--- src/rtl/reg_wb_arbiter.sv ---
// reg_wb_arbiter: round-robin arbiter sharing the register file write port, x0 writes dropped
module reg_wb_arbiter #(
    parameter int NUM_REQ = 4,
    parameter int DATA_W = 32,
    parameter int ADDR_W = 5,
    parameter bit HIPRI_P0 = 1'b1
) (
    input  logic                      CLK,
    input  logic                      RESET,
    input  logic                      STALL,
    input  logic [NUM_REQ-1:0]        REQ_VALID,
    input  logic [NUM_REQ*ADDR_W-1:0] REQ_ADDR,
    input  logic [NUM_REQ*DATA_W-1:0] REQ_DATA,
    output logic [NUM_REQ-1:0]        REQ_READY,
    output logic                      WB_WRITE_EN,
    output logic [ADDR_W-1:0]         WB_ADDR,
    output logic [DATA_W-1:0]         WB_DATA,
    output logic [31:0]               PENDING,
    output logic [7:0]                DROP_CNT
);
    localparam int PW = $clog2(NUM_REQ);
    logic [PW-1:0] ptr, gnt_idx, idx;
    logic gnt_any, gnt_hp, wr;
    logic [ADDR_W-1:0] addr_a [NUM_REQ];
    logic [DATA_W-1:0] data_a [NUM_REQ];
    genvar i;
    generate
        for (i = 0; i < NUM_REQ; i++) begin : g_unpack
            assign addr_a[i] = REQ_ADDR[i*ADDR_W +: ADDR_W];
            assign data_a[i] = REQ_DATA[i*DATA_W +: DATA_W];
        end
    endgenerate
    // descending scan so the last hit is the first valid port at or after ptr
    always_comb begin
        gnt_idx = '0;
        gnt_any = 1'b0;
        gnt_hp = 1'b0;
        idx = '0;
        if (RESET && !STALL) begin
            if (HIPRI_P0 && REQ_VALID[0]) begin
                gnt_any = 1'b1;
                gnt_hp = 1'b1;
            end else begin
                for (int k = NUM_REQ - 1; k >= 0; k--) begin
                    idx = PW'((int'(ptr) + k) % NUM_REQ);
                    if (REQ_VALID[idx]) begin
                        gnt_any = 1'b1;
                        gnt_idx = idx;
                    end
                end
            end
        end
    end
    assign REQ_READY = gnt_any ? (NUM_REQ'(1) << gnt_idx) : '0;
    assign wr = gnt_any && addr_a[gnt_idx] != '0;
    assign PENDING = WB_WRITE_EN ? (32'd1 << WB_ADDR) : '0;
    always_ff @(posedge CLK or negedge RESET) begin
        if (!RESET) begin
            ptr <= '0;
            WB_WRITE_EN <= 1'b0;
            WB_ADDR <= '0;
            WB_DATA <= '0;
            DROP_CNT <= '0;
        end else begin
            WB_WRITE_EN <= wr;
            if (wr) begin
                WB_ADDR <= addr_a[gnt_idx];
                WB_DATA <= data_a[gnt_idx];
            end
            if (gnt_any && !wr && DROP_CNT != 8'hFF) DROP_CNT <= DROP_CNT + 8'd1;
            if (gnt_any && !gnt_hp) ptr <= (gnt_idx == PW'(NUM_REQ - 1)) ? '0 : gnt_idx + 1'b1;
        end
    end
endmodule

--- config.mk ---
export PLATFORM = sky130hd
export DESIGN_NAME = reg_wb_arbiter
export DESIGN_NICKNAME = d
export VERILOG_FILES = /design/src/rtl/reg_wb_arbiter.sv
export SDC_FILE = /design/constraint.sdc
export NUM_CORES = 1
export LEC_CHECK = 0
export ABC_CLOCK_PERIOD_IN_PS = 3330
export CORE_MARGIN = 2
export CORE_UTILIZATION = 37
export DETAILED_ROUTE_END_ITERATION = 7
export GPL_ROUTABILITY_DRIVEN = 1
export PLACE_DENSITY_LB_ADDON = 0.1
export SYNTH_ARGS = -nofsm -noshare
export SYNTH_HDL_FRONTEND = slang
export SYNTH_SLANG_ARGS = --single-unit
--- constraint.sdc ---
create_clock -name CLK -period 3.33 [get_ports CLK]
set_clock_uncertainty 0.05 [all_clocks]
set_input_delay 0.666 -clock CLK [delete_from_list [all_inputs] [get_ports CLK]]
set_output_delay 0.666 -clock CLK [all_outputs]
set_load 0.05 [all_outputs]
==> metrics.txt, run 1 <==
status finished, final reports clean; share of layout cells above drive strength 1 13.6%; hold buffer count at cts 0; post-synthesis cell count 437; top cell family by delay on the critical path buffers and inverters; max cap viols 0; port bufs 236; hold slack 447 ps; Mapped Area 3550 µm²; Seq pwr share 33.2%; clock share of power 17.7%; slowest stage delay, CP 510 ps; CP cell instances clkdlybuf4s50_1, buf_4, o21bai_4, a211oi_4, buf_6, buf_4, mux4_2, or3_4, o21a_4, buf_12, mux2_4; DPL Wire Length 9820 µm; Bufs on Longest Clock Path 2; starting density of the core 38.2%; CP max-delay cell clkdlybuf4s50_1; register area 1200 µm²; Post-synth EDFFs 0; relative slew slack 59.7%; GRT met1 Usage 25.9%; leakage 2.77 nW; synth warn 0; GPL Wtd Cong 0.892; htree depth 2; Global Route Usage Sum 23.1%; Fin Setup TNS 0 ps; CTS root buffer clkbuf_8; largest net degree at the start of global routing 50; Final Non-Filler Cells 804; switching power 0.913 mW; Crit. End Element register; Final Util 68.3%; diode count 0; worst-path fanout max 20; DIE HEIGHT 102 µm; Internal 1.44 mW; Synth cell types 44; CTS tree done; power per cell area 370 nW/µm²; Reg clk slew, reported paths 90 ps; die area 10,400 µm²; CP Data Required Time 3470 ps; Comb pwr share 49.1%; final hold vios 0; Max IR drop VDD 0.000229 V; IO Pins 237; Final ANT Viol Nets 0; crit path buf inv count 5; launch point of the critical path REQ_VALID[1]; via-per-instance ratio 5.06; FF-to-FF Start ptr[0]; DRT Pass-1 Iters 4; nets 834; GRT busiest layer met2; Worst setup SP type input pin; Crit Path Class input pin to register; Core Area 9280 µm²; M2 GR Usage 42.8%; Layout area overhead 78.7%; Area contributors post-synth dfrtp_1 34%, nand2_1 15%, mux2_4 11%; first-pass GRT wire length 18,900 µm; filler instances 775; Die Wd 102 µm; # rows 35; Top cell by count, worst path buf_4; Avg WL per Cell 15.4 µm; worst min path class input pin to asynchronous set/reset pin; RSZ-0062 raised after global routing no; Worst Tran Pin Value 605 ps; min cycle time layout 3230 ps; FMAX 0.310 GHz; Post-synth ARST share 100%; Setup Viol. Count Final 0; initial DRC count 107; synthesis-stage register bit count 48; Tcrit/Tclk final 97.0%; Crit path arrival time 3370 ps; DP Cell Count 791; ys flop type dfrtp_1; syn_nets 597; largest area contributor in the netlist dfrtp_1; Slew Viols, Final 0; clk sink count 48; GR Overflow Total 0; sw frac 38.9%; Detailed Route WL 12,400 µm; Via Count 4,067; sequential area share after synthesis 33.8%; M3 GR Usage 6.02%; clk_lat worst skew 300 ps; area of the multi-input gates 2230 µm²; initial antenna violation count 0; vias in the first global route 3,932; top-area cell type share of the netlist area 33.8%; Synth Area per Inst 8.12 µm²; CTS Buf Count 5; residual DRC count 0
-- kinds of logic (layout without fill, tap and decap cells) --
family,count (synthesis),in the layout,synth area share [%]
adders and majority gates,5,5,1.76
xor gates and xnor gates,7,7,1.73
muxes,38,38,16.2
and+or+nand+nor,249,249,31.7
AOI/OAI and AO/OA,50,50,9.31
DFF,48,48,33.8
buffers and inverters,40,278,5.53
-- cells in the mapped netlist (2+ instances only) --
master / count
a31oi_1: 32
o21bai_1: 2
clkbuf_1: 23
a211oi_1: 2
nand2_1: 143
nand4_1: 2
a22o_1: 2
mux4_2: 3
and3_1: 32
buf_6: 3
nor2_1: 32
mux2_4: 26
nor4_1: 3
buf_8: 2
nor3_1: 10
nor2b_1: 2
or4_1: 2
and2_1: 4
mux2_2: 7
xor2_1: 5
buf_1: 2
inv_1: 8
nand3_1: 6
o21ai_0: 5
a2111oi_0: 2
ha_1: 5
nand2b_1: 6
xnor2_1: 2
dfrtp_1: 48
or3_1: 2
-- routing by layer --
layer  vias to the layer above  part of all wire, %
met4                         0                  2.2
li1                       1963                    -
met3                        21                  8.9
met1                      1880                   38
met2                       203                   50
met5                         -                    0
-- cell usage in the layout (no fill, tap or decap), types with 2 or more instances in the layout --
cell             count
nand3_1              6
dfrtp_1             48
clkdlybuf4s50_1    229
buf_4               21
mux2_4              27
xnor2_1              2
dlymetal6s2s_1       2
a211oi_1             2
a22o_1               2
or3_4                2
ha_1                 5
nand4_1              2
a2111oi_0            2
nor4_1               2
nand2_1            143
nand2b_1             6
nor2_1              31
and2_2               2
o21ai_0              5
buf_12               4
buf_6                3
clkbuf_8             5
o21bai_4             2
inv_2                2
nor3_1              10
or4_1                2
inv_1                7
mux2_2               7
mux4_2               3
xor2_1               5
a31oi_1             32
and3_1              32
-- power by group through the flow --
stage / combinational, mW / clock, mW / sequential [mW]
after floorplan: 0.324 / 0 / 1.10
after global routing: 1.21 / 0.449 / 0.796
after CTS: 1.15 / 0.428 / 0.778
after detailed placement: 1.14 / 0 / 0.785
final: 1.15 / 0.416 / 0.779
after global placement: 1.13 / 0 / 0.784
-- stage by stage --
step	instance area, µm²	setup WS, ps	power, mW
final	6340	99.1	2.35
after global routing	6340	37.3	2.46
after CTS	6270	-10.8	2.35
after detailed placement	6090	-383	1.92
after global placement	6090	-315	1.91
after floorplan	3560	-3.09	1.43
-- worst register-to-register path, delay by kind of cell (launching register included) --
family | cells | cell delay [ps]
compound gates | 3 | 610
buf+inv | 3 | 430
flops | 1 | 450
mux | 2 | 600
simple gates | 2 | 580
-- state kept, by name, indices dropped and copies added, names as in the netlist --
| register | count |
|---|---|
| WB_WRITE_EN | 1 |
| WB_DATA | 32 |
| ptr | 2 |
| DROP_CNT | 8 |
| WB_ADDR | 5 |
-- final timing paths --
kind,endpoint,slack [ps],depth (start not counted)
max,WB_DATA[30],100,11
min reg2reg,DROP_CNT[7],450,1
max in group asynchronous,WB_DATA[1],2370,2
min,WB_DATA[19],450,2
max reg2reg,WB_DATA[30],500,10
min in group CLK,DROP_CNT[7],450,1
-- layout make-up --
type                       count  area share (%)
inverter                       9           0.532
sequential                    48            18.9
tap                          129            2.54
clock inverter                 2           0.552
clock buffer                   6            1.14
timing repair buffer         261            41.1
multi-input combinational    349            35.2
-- what timing repair did --
action                     CTS  global route
pin swaps                    2             5
setup endpoints to repair   38            42
gates resized for setup     10            16
setup buffers                4             1
No activity file was read; power rests on OpenSTA's default activity.
==> run 2: changes to the inputs <==
ABC_CLOCK_PERIOD_IN_PS = not set   (was 3330)
HOLD_SLACK_MARGIN = 0.03   (was not set)
==> results of run 2 <==
No change in the layout: final DEF, timing and power equal those of run 1.
